File: config.mk
export PLATFORM = sky130hd
export DESIGN_NAME = datapath_pipe
export DESIGN_NICKNAME = d
export VERILOG_FILES = /design/src/rtl/datapath_pipe.sv
export SDC_FILE = /design/constraint.sdc
export NUM_CORES = 1
export LEC_CHECK = 0
export ABC_AREA = 1
export CAP_MARGIN = 0
export CORE_ASPECT_RATIO = 0.8
export CORE_MARGIN = 2
export CORE_UTILIZATION = 52
export CTS_CLUSTER_DIAMETER = 120
export DETAILED_ROUTE_END_ITERATION = 8
export GPL_TIMING_DRIVEN = 0
export PLACE_DENSITY_LB_ADDON = 0.15
export REMOVE_ABC_BUFFERS = 1
export SLEW_MARGIN = 5
export SYNTH_ARGS = -nofsm -noshare
export SYNTH_HDL_FRONTEND = slang
export SYNTH_SLANG_ARGS = --single-unit
File: constraint.sdc
create_clock -name clk -period 1.55 [get_ports clk]
set_input_delay 0.31 -clock clk [delete_from_list [all_inputs] [get_ports clk]]
set_output_delay 0.31 -clock clk [all_outputs]
set_load 0.05 [all_outputs]
File: src/rtl/datapath_pipe.sv
`default_nettype none
// ============================================================================
// Module      : datapath_pipe
// Description : N-bit add/sub datapath with a configurable-depth elastic
//               result pipeline (valid/ready), signed overflow and zero flags.
//               opcode[2] forces B to zero, opcode[1] inverts B, and
//               opcode[0] is the carry-in.
//
// Parameters  : N      - operand/result width (N >= 2)
//               STAGES - number of result pipeline registers (0..4);
//                        0 gives a combinational pass-through
//
// Macro       : DATAPATH_SAT_EN - when defined, an overflowing result is
//               clamped to the signed bound before it enters stage 1
//
// Ports       : clk        in   clock, rising edge
//               rst_n      in   asynchronous active-low reset
//               in_valid   in   operand beat valid
//               in_ready   out  operand beat can be accepted this cycle
//               A, B       in   signed operands, N bits
//               opcode     in   3-bit operation select
//               out_valid  out  result beat valid
//               out_ready  in   downstream accepts result this cycle
//               Y          out  result, N bits
//               co         out  carry-out of the N-bit add
//               ov         out  signed overflow
//               zero       out  Y == 0
//               occupancy  out  number of valid pipeline stages held
//
// Revision    : 1.0 - initial release
// ============================================================================
module datapath_pipe #(
    parameter int N      = 16,
    parameter int STAGES = 2
) (
    input  logic         clk,
    input  logic         rst_n,
    input  logic         in_valid,
    output logic         in_ready,
    input  logic [N-1:0] A,
    input  logic [N-1:0] B,
    input  logic [2:0]   opcode,
    output logic         out_valid,
    input  logic         out_ready,
    output logic [N-1:0] Y,
    output logic         co,
    output logic         ov,
    output logic         zero,
    output logic [2:0]   occupancy
);

    // Stage payload is {Y, co, ov, zero}
    localparam int W = N + 3;

    // ------------------------------------------------------------------
    // Operand path
    // ------------------------------------------------------------------
    logic [N-1:0] w_b_mux;
    logic [N-1:0] w_b_eff;
    logic [N:0]   w_sum;
    logic         w_co;
    logic         w_ov;
    logic [N-1:0] w_res;
    logic         w_zero;
    logic [W-1:0] w_payload;

    assign w_b_mux = opcode[2] ? '0 : B;
    assign w_b_eff = opcode[1] ? ~w_b_mux : w_b_mux;
    assign w_sum   = {1'b0, A} + {1'b0, w_b_eff} + {{N{1'b0}}, opcode[0]};
    assign w_co    = w_sum[N];
    // Equivalent to (carry into bit N-1) XOR carry-out: overflow happens
    // exactly when both addends share a sign that the sum does not.
    assign w_ov    = (A[N-1] == w_b_eff[N-1]) && (w_sum[N-1] != A[N-1]);

`ifdef DATAPATH_SAT_EN
    localparam logic [N-1:0] c_SAT_MAX = {1'b0, {(N-1){1'b1}}};
    localparam logic [N-1:0] c_SAT_MIN = {1'b1, {(N-1){1'b0}}};
    // On overflow the true result has the sign of A, so clamp toward it.
    assign w_res = w_ov ? (A[N-1] ? c_SAT_MIN : c_SAT_MAX) : w_sum[N-1:0];
`else
    assign w_res = w_sum[N-1:0];
`endif

    assign w_zero    = (w_res == '0);
    assign w_payload = {w_res, w_co, w_ov, w_zero};

    // ------------------------------------------------------------------
    // Result pipeline
    // ------------------------------------------------------------------
    generate
        if (STAGES == 0) begin : g_comb
            assign out_valid              = in_valid;
            assign in_ready               = out_ready;
            assign {Y, co, ov, zero}      = w_payload;
            assign occupancy              = 3'd0;
        end else begin : g_pipe
            logic [STAGES-1:0] valid_q;
            logic [STAGES-1:0] valid_d;
            logic [STAGES-1:0] w_adv;   // stage k hands its beat onward
            logic [STAGES-1:0] w_load;  // stage k captures a beat
            logic [STAGES:0]   w_free;  // slot k can take a beat this cycle
            logic [W-1:0]      pay_q [STAGES];
            logic [2:0]        occ_q;
            logic [2:0]        occ_d;

            // The ready chain walks back from out_ready so that a full
            // pipeline can accept and emit in the same cycle.
            always_comb begin
                w_free         = '0;
                w_adv          = '0;
                w_load         = '0;
                valid_d        = '0;
                occ_d          = '0;
                w_free[STAGES] = out_ready;
                for (int k = STAGES - 1; k >= 0; k--) begin
                    w_adv[k]  = valid_q[k] && w_free[k+1];
                    w_free[k] = !valid_q[k] || w_adv[k];
                end
                w_load[0] = in_valid && w_free[0];
                for (int k = 1; k < STAGES; k++) begin
                    w_load[k] = w_adv[k-1];
                end
                for (int k = 0; k < STAGES; k++) begin
                    valid_d[k] = w_load[k] || (valid_q[k] && !w_adv[k]);
                    occ_d      = occ_d + 3'(valid_d[k]);
                end
            end

            always_ff @(posedge clk or negedge rst_n) begin
                if (!rst_n) begin
                    valid_q <= '0;
                    occ_q   <= '0;
                    for (int k = 0; k < STAGES; k++) begin
                        pay_q[k] <= '0;
                    end
                end else begin
                    valid_q <= valid_d;
                    occ_q   <= occ_d;
                    // Payload moves only with a beat, so idle inputs never
                    // disturb held data.
                    if (w_load[0]) begin
                        pay_q[0] <= w_payload;
                    end
                    for (int k = 1; k < STAGES; k++) begin
                        if (w_load[k]) begin
                            pay_q[k] <= pay_q[k-1];
                        end
                    end
                end
            end

            assign in_ready          = w_free[0];
            assign out_valid         = valid_q[STAGES-1];
            assign {Y, co, ov, zero} = pay_q[STAGES-1];
            assign occupancy         = occ_q;
        end
    endgenerate

endmodule
`default_nettype wire

==> results <==
==> cell type report <==
type                            count  share of cell area
Timing Repair Buffer               89               0.183
Sequential cell                    42               0.231
Multi-Input combinational cell    273               0.479
Clock inverter                      1             0.00659
Clock buffer                        6              0.0181
Inverter                           73              0.0609
Tap cell                           78              0.0214
==> repair_timing <==
action,CTS,global route
endpoints found under the setup margin,57,23
hold buffers,1,0
pin swaps,32,49
setup buffers,16,11
gates resized for setup,141,90
gates cloned,0,0
hold endpoints to repair,8,0
==> power by group through the flow <==
stage	registers [mW]	clock network, mW	logic [mW]
after floorplan	2.11	0	0.847
after global routing	1.55	0.922	2.87
final	1.51	0.861	2.66
after detailed placement	1.54	0	2.12
after global placement	1.52	0	2.07
after CTS	1.51	0.875	2.34
==> metrics by stage <==
stage | worst slack (ps) | power [mW] | setup TNS, ps
after detailed placement | -1780 | 3.66 | -35710
after global placement | -1760 | 3.60 | -68770
after CTS | -489 | 4.73 | -4910
after floorplan | -811 | 2.96 | -15230
final | -630 | 5.03 | -6620
after global routing | -725 | 5.34 | -8430
==> cell families after synthesis <==
kind of cell | synth area share
compound gates | 0.0524
xor+xnor | 0.0520
fa+ha+maj | 0.0792
buf+inv | 0.142
flops | 0.347
mux | 0.0520
other cells | 0.00124
simple gates | 0.274
==> cell usage after synthesis, types with 2 or more instances <==
| cell | instances | area, um^2 |
|---|---|---|
| a21oi_1 | 6 | 30.0 |
| and2_1 | 2 | 12.5 |
| buf_2 | 3 | 15.0 |
| buf_4 | 17 | 128 |
| clkbuf_1 | 4 | 15.0 |
| dfrtp_1 | 42 | 1050 |
| fa_1 | 2 | 40.0 |
| ha_1 | 16 | 200 |
| inv_1 | 69 | 259 |
| inv_2 | 4 | 15.0 |
| mux2_2 | 14 | 158 |
| nand2_1 | 137 | 514 |
| nand2_2 | 5 | 31.3 |
| nand2_4 | 3 | 33.8 |
| nand3_1 | 16 | 80.1 |
| nand3b_1 | 5 | 37.5 |
| nand4_1 | 5 | 31.3 |
| nor2_1 | 15 | 56.3 |
| o21ai_0 | 20 | 100 |
| xor2_1 | 17 | 149 |
==> flip-flops by register name, summed over array words and instances (netlist names) <==
signal and flops:
g_pipe.valid_q 2, Y 16, co 1, g_pipe.pay_q 19, occupancy 2, zero 1, ov 1
==> worst max path at each step <==
stage	slack (ps)	to	startpoint	cells past startpoint
5_1_grt	-730	g_pipe.pay_q[19]	opcode[2]	19
3_5_place_dp	-1780	g_pipe.pay_q[19]	opcode[1]	17
6_report	-630	g_pipe.pay_q[19]	opcode[2]	18
3_3_place_gp	-1760	g_pipe.pay_q[19]	opcode[1]	17
4_1_cts	-490	g_pipe.pay_q[19]	opcode[2]	19
2_1_floorplan	-810	g_pipe.pay_q[22]	g_pipe.valid_q[1]	4
==> routing by layer <==
layer	wire length (um)	up-vias	track usage
met5	0	-	0
met4	102	0	0.0647
met3	262	11	0.0216
met2	3660	70	0.376
met1	3210	1301	0.291
li1	-	1380	-
==> reports/metrics.cfg <==
[yosys]
ys_types=30
yosysSeqAreaShare=0.347
yosys_warnings=0
synth-main-ff-cell=dfrtp_1
async_flop_share=1.00
synth_seq_cells=42
synth_edf_count=0
avgSynthCellArea_um2=7.36
syn_inst=412
syn-cell-area_um2=3030

[power]
clock_power_share=0.171
p_int_mw=2.90
p_sw_frac=0.424
combinationalPowerShare=0.528
sequentialPowerShare=0.301
p_per_area_nw_per_um2=1100
total_switching_power_mw=2.13
vdd_drop_max_mv=0.434
p_leak_nw=2.33

[floorplan]
core_um2=5530
start_util=0.549
dieHeight_um=72.3
io_pins=63
die_w_um=89.4
die_area_um2=6460
rows=24

[layout]
final_cell_area_um2=4560
multiInputGateArea_um2=2180
antenna_cells=0
final_common_cell=nand2_1
final_cell_count_no_fill=562
layout_common_cells=nand2_1, nand2_2, inv_1
regArea_um2=1050
n_fill_cell=381
fin_util=0.825
syn2layout_area_growth_pct=50.4
nNetsFinal=541
drive_gt1_frac=0.399

[placed_design]
gp_congestion=0.793
postPlaceCellArea_um2=3600
place_hpwl_um=4500
post-place-cells=528
port_buffers=61

[worst_setup_path]
path_common_cell=buf_6
crit_chain=buf_6 > clkinvlp_4 > buf_6 > buf_6 > nand2_4 > xor2_2 > buf_4 > fa_2 > buf_6 > xor2_2 > nand2_1 > nor2_1 > nand3_1 > nor2_1 > nand3_1 > nor2_1 > nand2_1 > nand2_1
crit_fanout=3
critical-path-max-stage-delay_ps=400
timing.rr.start=g_pipe.valid_q[0]
critPathSlowestCell=fa_2
critPathBufInv=6
r2r_slack_ps=80
critPathKind=primary input to flip-flop
required_ps=1780
crit_arrival_ps=2410
r2r-end=g_pipe.pay_q[19]
r2r_cells=9
setup.worst_path.end_class=flip-flop
cp_top_family=simple AND/OR/NAND/NOR gates
worstSetupStartpointType=primary input

[clock_network]
cts_root_buffer=clkbuf_8
cts_sinks=42
path_clk_slew_ps=70
clock_latency_ps=290
cts_tree=yes
cts_buffers=5
h-tree-depth=2
clk_path_buf_depth=2

[sta]
fin_ws_ps=-630
fmax_mhz=459
fin_worst_skew_ps=2.56
final.period_utilization=1.41
setup_viol_count_final=18
hold_viol_final=0
hold-worst-slack_ps=416
slew_viol_final=0
grt_setup_unrepaired=yes
period_minus_slack_ps=2180

[global_routing]
grt-ovfl-total=0
grt_max_degree=35
grt_pass1_wl_um=11200
grt_antenna_before_repair=0
grt_pass1_vias=2604
grt_usage=0.218

[outcome]
status=complete, but fails checks
violations=setup timing

[route]
drc_errors=0
ant_nets=0
drt_iter0_drc=86
firstDrtPassIters=4
vias=2762
drt_wl_total_um=7230
viasPerCell=4.91
wire_per_inst_um=12.9

[min_path]
holdCritPathClass=primary input to asynchronous set/reset pin

[job]
cap_violations=0

(Power assumes the default switching activity.)
